### src/rtl/tu_align_ctrl.sv
// Trigger-unit receive word aligner: slips the deserializer until rx_data matches
// the training word for MATCH_CNT consecutive cycles, then enables FIFO capture.
module tu_align_ctrl #(
    parameter int DATA_W     = 64,
    parameter int SLIP_MAX   = 64,
    parameter int SETTLE_CYC = 4,
    parameter int MATCH_CNT  = 8,
    parameter int CW         = $clog2(SLIP_MAX + 1)
) (
    input  logic              S_AXI_ACLK,
    input  logic              S_AXI_ARESETN,
    input  logic              start,
    input  logic              abort,
    input  logic [DATA_W-1:0] train_pattern,
    input  logic [DATA_W-1:0] rx_data,
    output logic              bitslip,
    output logic              fifo_ena,
    output logic              busy,
    output logic              locked,
    output logic              fail,
    output logic [CW-1:0]     slip_count
);

    localparam int SW        = $clog2(SETTLE_CYC + 1);
    localparam int MW        = $clog2(MATCH_CNT + 1);
    localparam int VEC_W     = 16;
    localparam int NUM_LANES = (DATA_W + VEC_W - 1) / VEC_W;
    localparam int PAD_W     = NUM_LANES * VEC_W;

    typedef enum logic [2:0] {
        S_IDLE,
        S_SETTLE,
        S_CHECK,
        S_SLIP,
        S_LOCKED,
        S_FAIL
    } state_t;

    state_t          state_q, state_d;
    logic [SW-1:0]   settle_q, settle_d;
    logic [MW-1:0]   match_q, match_d;
    logic [CW-1:0]   slip_d;

    // Word compare split into 16-bit lanes; padding bits are zero on both sides.
    logic [NUM_LANES-1:0][VEC_W-1:0] rx_lanes, pat_lanes;
    logic [NUM_LANES-1:0]            lane_eq;
    logic                            word_match;

    assign rx_lanes  = PAD_W'(rx_data);
    assign pat_lanes = PAD_W'(train_pattern);

    for (genvar l = 0; l < NUM_LANES; l++) begin : g_lane
        assign lane_eq[l] = (rx_lanes[l] == pat_lanes[l]);
    end

    assign word_match = &lane_eq;

    always_comb begin
        state_d  = state_q;
        settle_d = settle_q;
        match_d  = match_q;
        slip_d   = slip_count;
        if (abort) begin
            // slip_count is kept so software can read how far the search got
            state_d  = S_IDLE;
            settle_d = '0;
            match_d  = '0;
        end else if (start) begin
            state_d  = S_SETTLE;
            settle_d = '0;
            match_d  = '0;
            slip_d   = '0;
        end else begin
            case (state_q)
                S_SETTLE: begin
                    if (settle_q == SW'(SETTLE_CYC - 1)) begin
                        state_d  = S_CHECK;
                        settle_d = '0;
                        match_d  = '0;
                    end else begin
                        settle_d = settle_q + 1'b1;
                    end
                end
                S_CHECK: begin
                    if (word_match) begin
                        match_d = match_q + 1'b1;
                        if (match_q == MW'(MATCH_CNT - 1)) state_d = S_LOCKED;
                    end else if (slip_count < CW'(SLIP_MAX)) begin
                        state_d = S_SLIP;
                        match_d = '0;
                    end else begin
                        state_d = S_FAIL;
                    end
                end
                S_SLIP: begin
                    if (slip_count != CW'(SLIP_MAX)) slip_d = slip_count + 1'b1;
                    settle_d = '0;
                    state_d  = S_SETTLE;
                end
                default: state_d = state_q;
            endcase
        end
    end

    // Outputs are flopped from the next state so they carry no input-to-output path.
    always_ff @(posedge S_AXI_ACLK or negedge S_AXI_ARESETN) begin
        if (!S_AXI_ARESETN) begin
            state_q    <= S_IDLE;
            settle_q   <= '0;
            match_q    <= '0;
            slip_count <= '0;
            bitslip    <= 1'b0;
            fifo_ena   <= 1'b0;
            busy       <= 1'b0;
            locked     <= 1'b0;
            fail       <= 1'b0;
        end else begin
            state_q    <= state_d;
            settle_q   <= settle_d;
            match_q    <= match_d;
            slip_count <= slip_d;
            bitslip    <= (state_d == S_SLIP);
            fifo_ena   <= (state_d == S_LOCKED);
            locked     <= (state_d == S_LOCKED);
            fail       <= (state_d == S_FAIL);
            busy       <= (state_d == S_SETTLE) || (state_d == S_CHECK) || (state_d == S_SLIP);
        end
    end

endmodule

### config.mk
export PLATFORM = sky130hd
export DESIGN_NAME = tu_align_ctrl
export DESIGN_NICKNAME = d
export VERILOG_FILES = /design/src/rtl/tu_align_ctrl.sv
export SDC_FILE = /design/constraint.sdc
export NUM_CORES = 1
export LEC_CHECK = 0
export ABC_AREA = 1
export CAP_MARGIN = 30
export CORE_UTILIZATION = 25
export DETAILED_ROUTE_END_ITERATION = 12
export PLACE_DENSITY = 0.61
export RECOVER_POWER = 25
export SETUP_SLACK_MARGIN = 0.02
export SLEW_MARGIN = 10
export SYNTH_ARGS = -nofsm -noshare
export SYNTH_HDL_FRONTEND = slang
export SYNTH_SLANG_ARGS = --single-unit
export TNS_END_PERCENT = 1
### constraint.sdc
create_clock -name S_AXI_ACLK -period 4.1 [get_ports S_AXI_ACLK]
set_clock_uncertainty 0.2 [all_clocks]
set_input_delay 0.41 -clock S_AXI_ACLK [delete_from_list [all_inputs] [get_ports S_AXI_ACLK]]
set_output_delay 0.41 -clock S_AXI_ACLK [all_outputs]
set_load 0.01 [all_outputs]
==> run summary <==
Sink Count: 21
Core utilization of the finished layout: 0.427
Main synth FF type: dfrtp_1
Beginning of the critical path: train_pattern[2]
Synth area leaders: nand2_1, dfrtp_1, inv_1, nor2_1, xor2_1
Gr usage total: 0.137
Depth of the CTS H-tree: 1
Port-buffer cells: 143
Num ports: 144
Yosys top cell area share: 0.267
Most frequent cell after synthesis: nand2_1
Overall die width: 103 um
HP Class: flip-flop to flip-flop
CP Data Arrival Time: 2.20 ns
LEAKAGE: 2.22 nW
Nature of the critical path endpoint: flip-flop
Cts hold-fix bufs: 0
DRC: 0
Critical register-to-register path startpoint: slip_count[0]$_DFFE_PN0P_
Final Max Slew Viols: 0
DP Worst Slack: 1.54 ns
Mux contribution to synthesized area: 0.00395
GRT Residual Overflow: 0
# diodes: 0
Die height: 103 um
DP HPWL: 6.46 mm
Post-synthesis sequential area ratio: 0.208
Hold Vio Cnt, Final: 0
Clock Path Buffers: 2
Worst path slowest cell: clkdlybuf4s50_1
Syn Std Cell Area: 2530 sq um
First-pass GRT wire length: 11.6 mm
DR vias: 3079
Clock Pin Slew Worst Setup and Hold Paths: 0.08 ns
Routed vias/inst: 4.04
Max Clk Rate: 0.446 GHz
Clock latency on the worst-skew pair: 0.26 ns
Post-synthesis xor/xnor area fraction: 0.0553
Headroom to the max-slew limit: 0.610
Post-Route WL: 7.20 mm
Initial cell density of the core: 0.259
Post-synthesis cell type count: 26
CP cell instances: clkdlybuf4s50_1 -> inv_1 -> nand2_1 -> nand2_1 -> nor2_1 -> nand2_1 -> nor2_1 -> nand2_1 -> nor2_1 -> nand2_1 -> nand2_1 -> nand3_1 -> nand2_1 -> nand2_2 -> nand2_1 -> nor2_1
DR pass1 iterations: 4
Crit share post-route: 0.547
Initial DRC Count: 122
Compound-Gate Fraction of Synth Area: 0.0366
Yosys reg bits: 21
Mapped Cells: 483
CTS tree: built
Row cnt: 36
Sum Neg Setup Slack: 0 ns
Outcome: finished, final reports clean
Number of buffers created by CTS: 3
Worst EP required: 4.05 ns
Number of global-route vias before repair: 2932
Fraction of layout cells with a size suffix above 1: 0.0476
Syn_area_per_cell: 5.24 sq um
Layout Nets: 767
Hold slack: 0.308 ns
Synth Area in Simple Gates: 0.511
Adder-cell area share of the yosys netlist: 0.0198
Largest net degree at the start of global routing: 22
PwrDens: 158 nW/um^2
Async set or reset register ratio after synthesis: 1.00
Routed WL per cell: 9.44 um
Worst setup path class: primary input to flip-flop
Max IR drop VDD: 0.0000699 V
DIE AREA: 10500 sq um
Total core area: 9770 sq um
Antenna violations before repair: 0
Final worst-path setup slack: 1.86 ns
CP most frequent cell: nand2_1
Most frequent cells after synthesis: nand2_1, inv_1, nor2_1
Largest family of logic cells by synthesized area: simple AND/OR/NAND/NOR gates
Post-synth EDFFs: 0
ANT nets after route: 0
Dominant cell type by area after synthesis: nand2_1
Syn. warnings: 0
Max-cap violations: 0
CP peak stage delay: 0.48 ns
Post-synth net total: 619
Fillcell total: 1049
RSZ-0062 raised after global routing: false
Placer Congestion: 0.830
Slew @ Worst Pin: 0.585 ns
Root Driver: clkbuf_8
Hold path start: settle_q[1]$_DFFE_PN0P_
PostCTS Resize Cnt: 0
Minimum clock period: 2.24 ns
Crit path max fanout: 4
Area Growth Syn to Fin: 64.8%
Crit path launch type: primary input
Setup Buffers After CTS: 0
Final setup vio count: 0
-- worst max-delay path, delay by kind of cell --
family / cells / cell delay, ns
buffers and inverters: 2 / 0.53
and+or+nand+nor: 14 / 1.26
-- final cells by class --
| type | instances | area, sq um | share of cell area |
|---|---|---|---|
| clock buffer | 3 | 41.3 | 0.00990 |
| clock inverter | 1 | 5.00 | 0.00120 |
| tap | 133 | 166 | 0.0399 |
| timing repair buffer | 144 | 1440 | 0.344 |
| multi-input combinational | 351 | 1590 | 0.380 |
| sequential | 21 | 526 | 0.126 |
| inverter | 110 | 413 | 0.0990 |
-- worst paths after layout --
kind	slack [ns]	depth (start not counted)	to
max in group asynchronous	2.47	2	settle_q[0]$_DFFE_PN0P_
min in group asynchronous	0.36	1	locked$_DFF_PN0_
min reg2reg	0.31	1	settle_q[1]$_DFFE_PN0P_
max	1.86	16	fail$_DFF_PN0_
min	0.31	1	settle_q[1]$_DFFE_PN0P_
max reg2reg	2.16	10	slip_count[4]$_DFFE_PN0P_
-- metal layers --
layer,share of wire,GRT usage,wire [um]
met5,0,0,0
met4,0.0040,0.0209,29
met3,0.061,0.0169,441
met2,0.52,0.278,3750
met1,0.41,0.152,2980
-- sequential cells by signal, summed over array words and instances, names as in the netlist --
name,count
fail,1
match_q,4
locked,1
slip_count,7
bitslip,1
state_q,3
settle_q,3
busy,1
-- report_power, final --
part	switching, mW	internal (mW)
combinational	0.127	0.174
sequential	0.00739	0.215
clock	0.0666	0.0676
-- cell usage in the layout (no fill, tap or decap) --
cell / Yosys / routed
ha_1: 4 / 4
nor3_2: 1 / 1
nor2_4: 2 / 2
inv_1: 109 / 109
nand3_2: 2 / 2
nor2_2: 9 / 9
nor3b_1: 1 / 1
nand2_1: 180 / 180
clkdlybuf4s50_1: 0 / 142
xor2_1: 15 / 15
mux2i_1: 1 / 1
clkbuf_8: 0 / 3
dfrtp_1: 21 / 21
o21bai_1: 1 / 1
nand2_2: 10 / 10
clkinv_2: 0 / 1
inv_2: 1 / 1
o21ai_0: 9 / 9
nand4_1: 2 / 2
nor3_1: 3 / 3
a21oi_1: 5 / 5
nor4_1: 1 / 1
nor2_1: 90 / 90
nand3_1: 11 / 11
o21ai_1: 1 / 1
dlygate4sd3_1: 0 / 1
nor4_2: 1 / 1
clkbuf_1: 0 / 1
a32o_1: 1 / 1
xnor2_1: 1 / 1
-- metrics by stage --
| step | instance area, sq um | total power, mW | std cells |
|---|---|---|---|
| after floorplan | 2530 | 0.348 | 483 |
| after global placement | 4120 | 0.522 | 758 |
| after detailed placement | 4120 | 0.529 | 758 |
| after CTS | 4170 | 0.668 | 762 |
| after global routing | 4170 | 0.711 | 763 |
| final | 4170 | 0.658 | 763 |
-- kinds of logic after synthesis --
kind of cell    after synthesis
compound gates               17
xor+xnor                     16
simple gates                313
flops                        21
buf+inv                     111
mux                           1
fa+ha+maj                     4
Power figures use the tool's default switching activity.
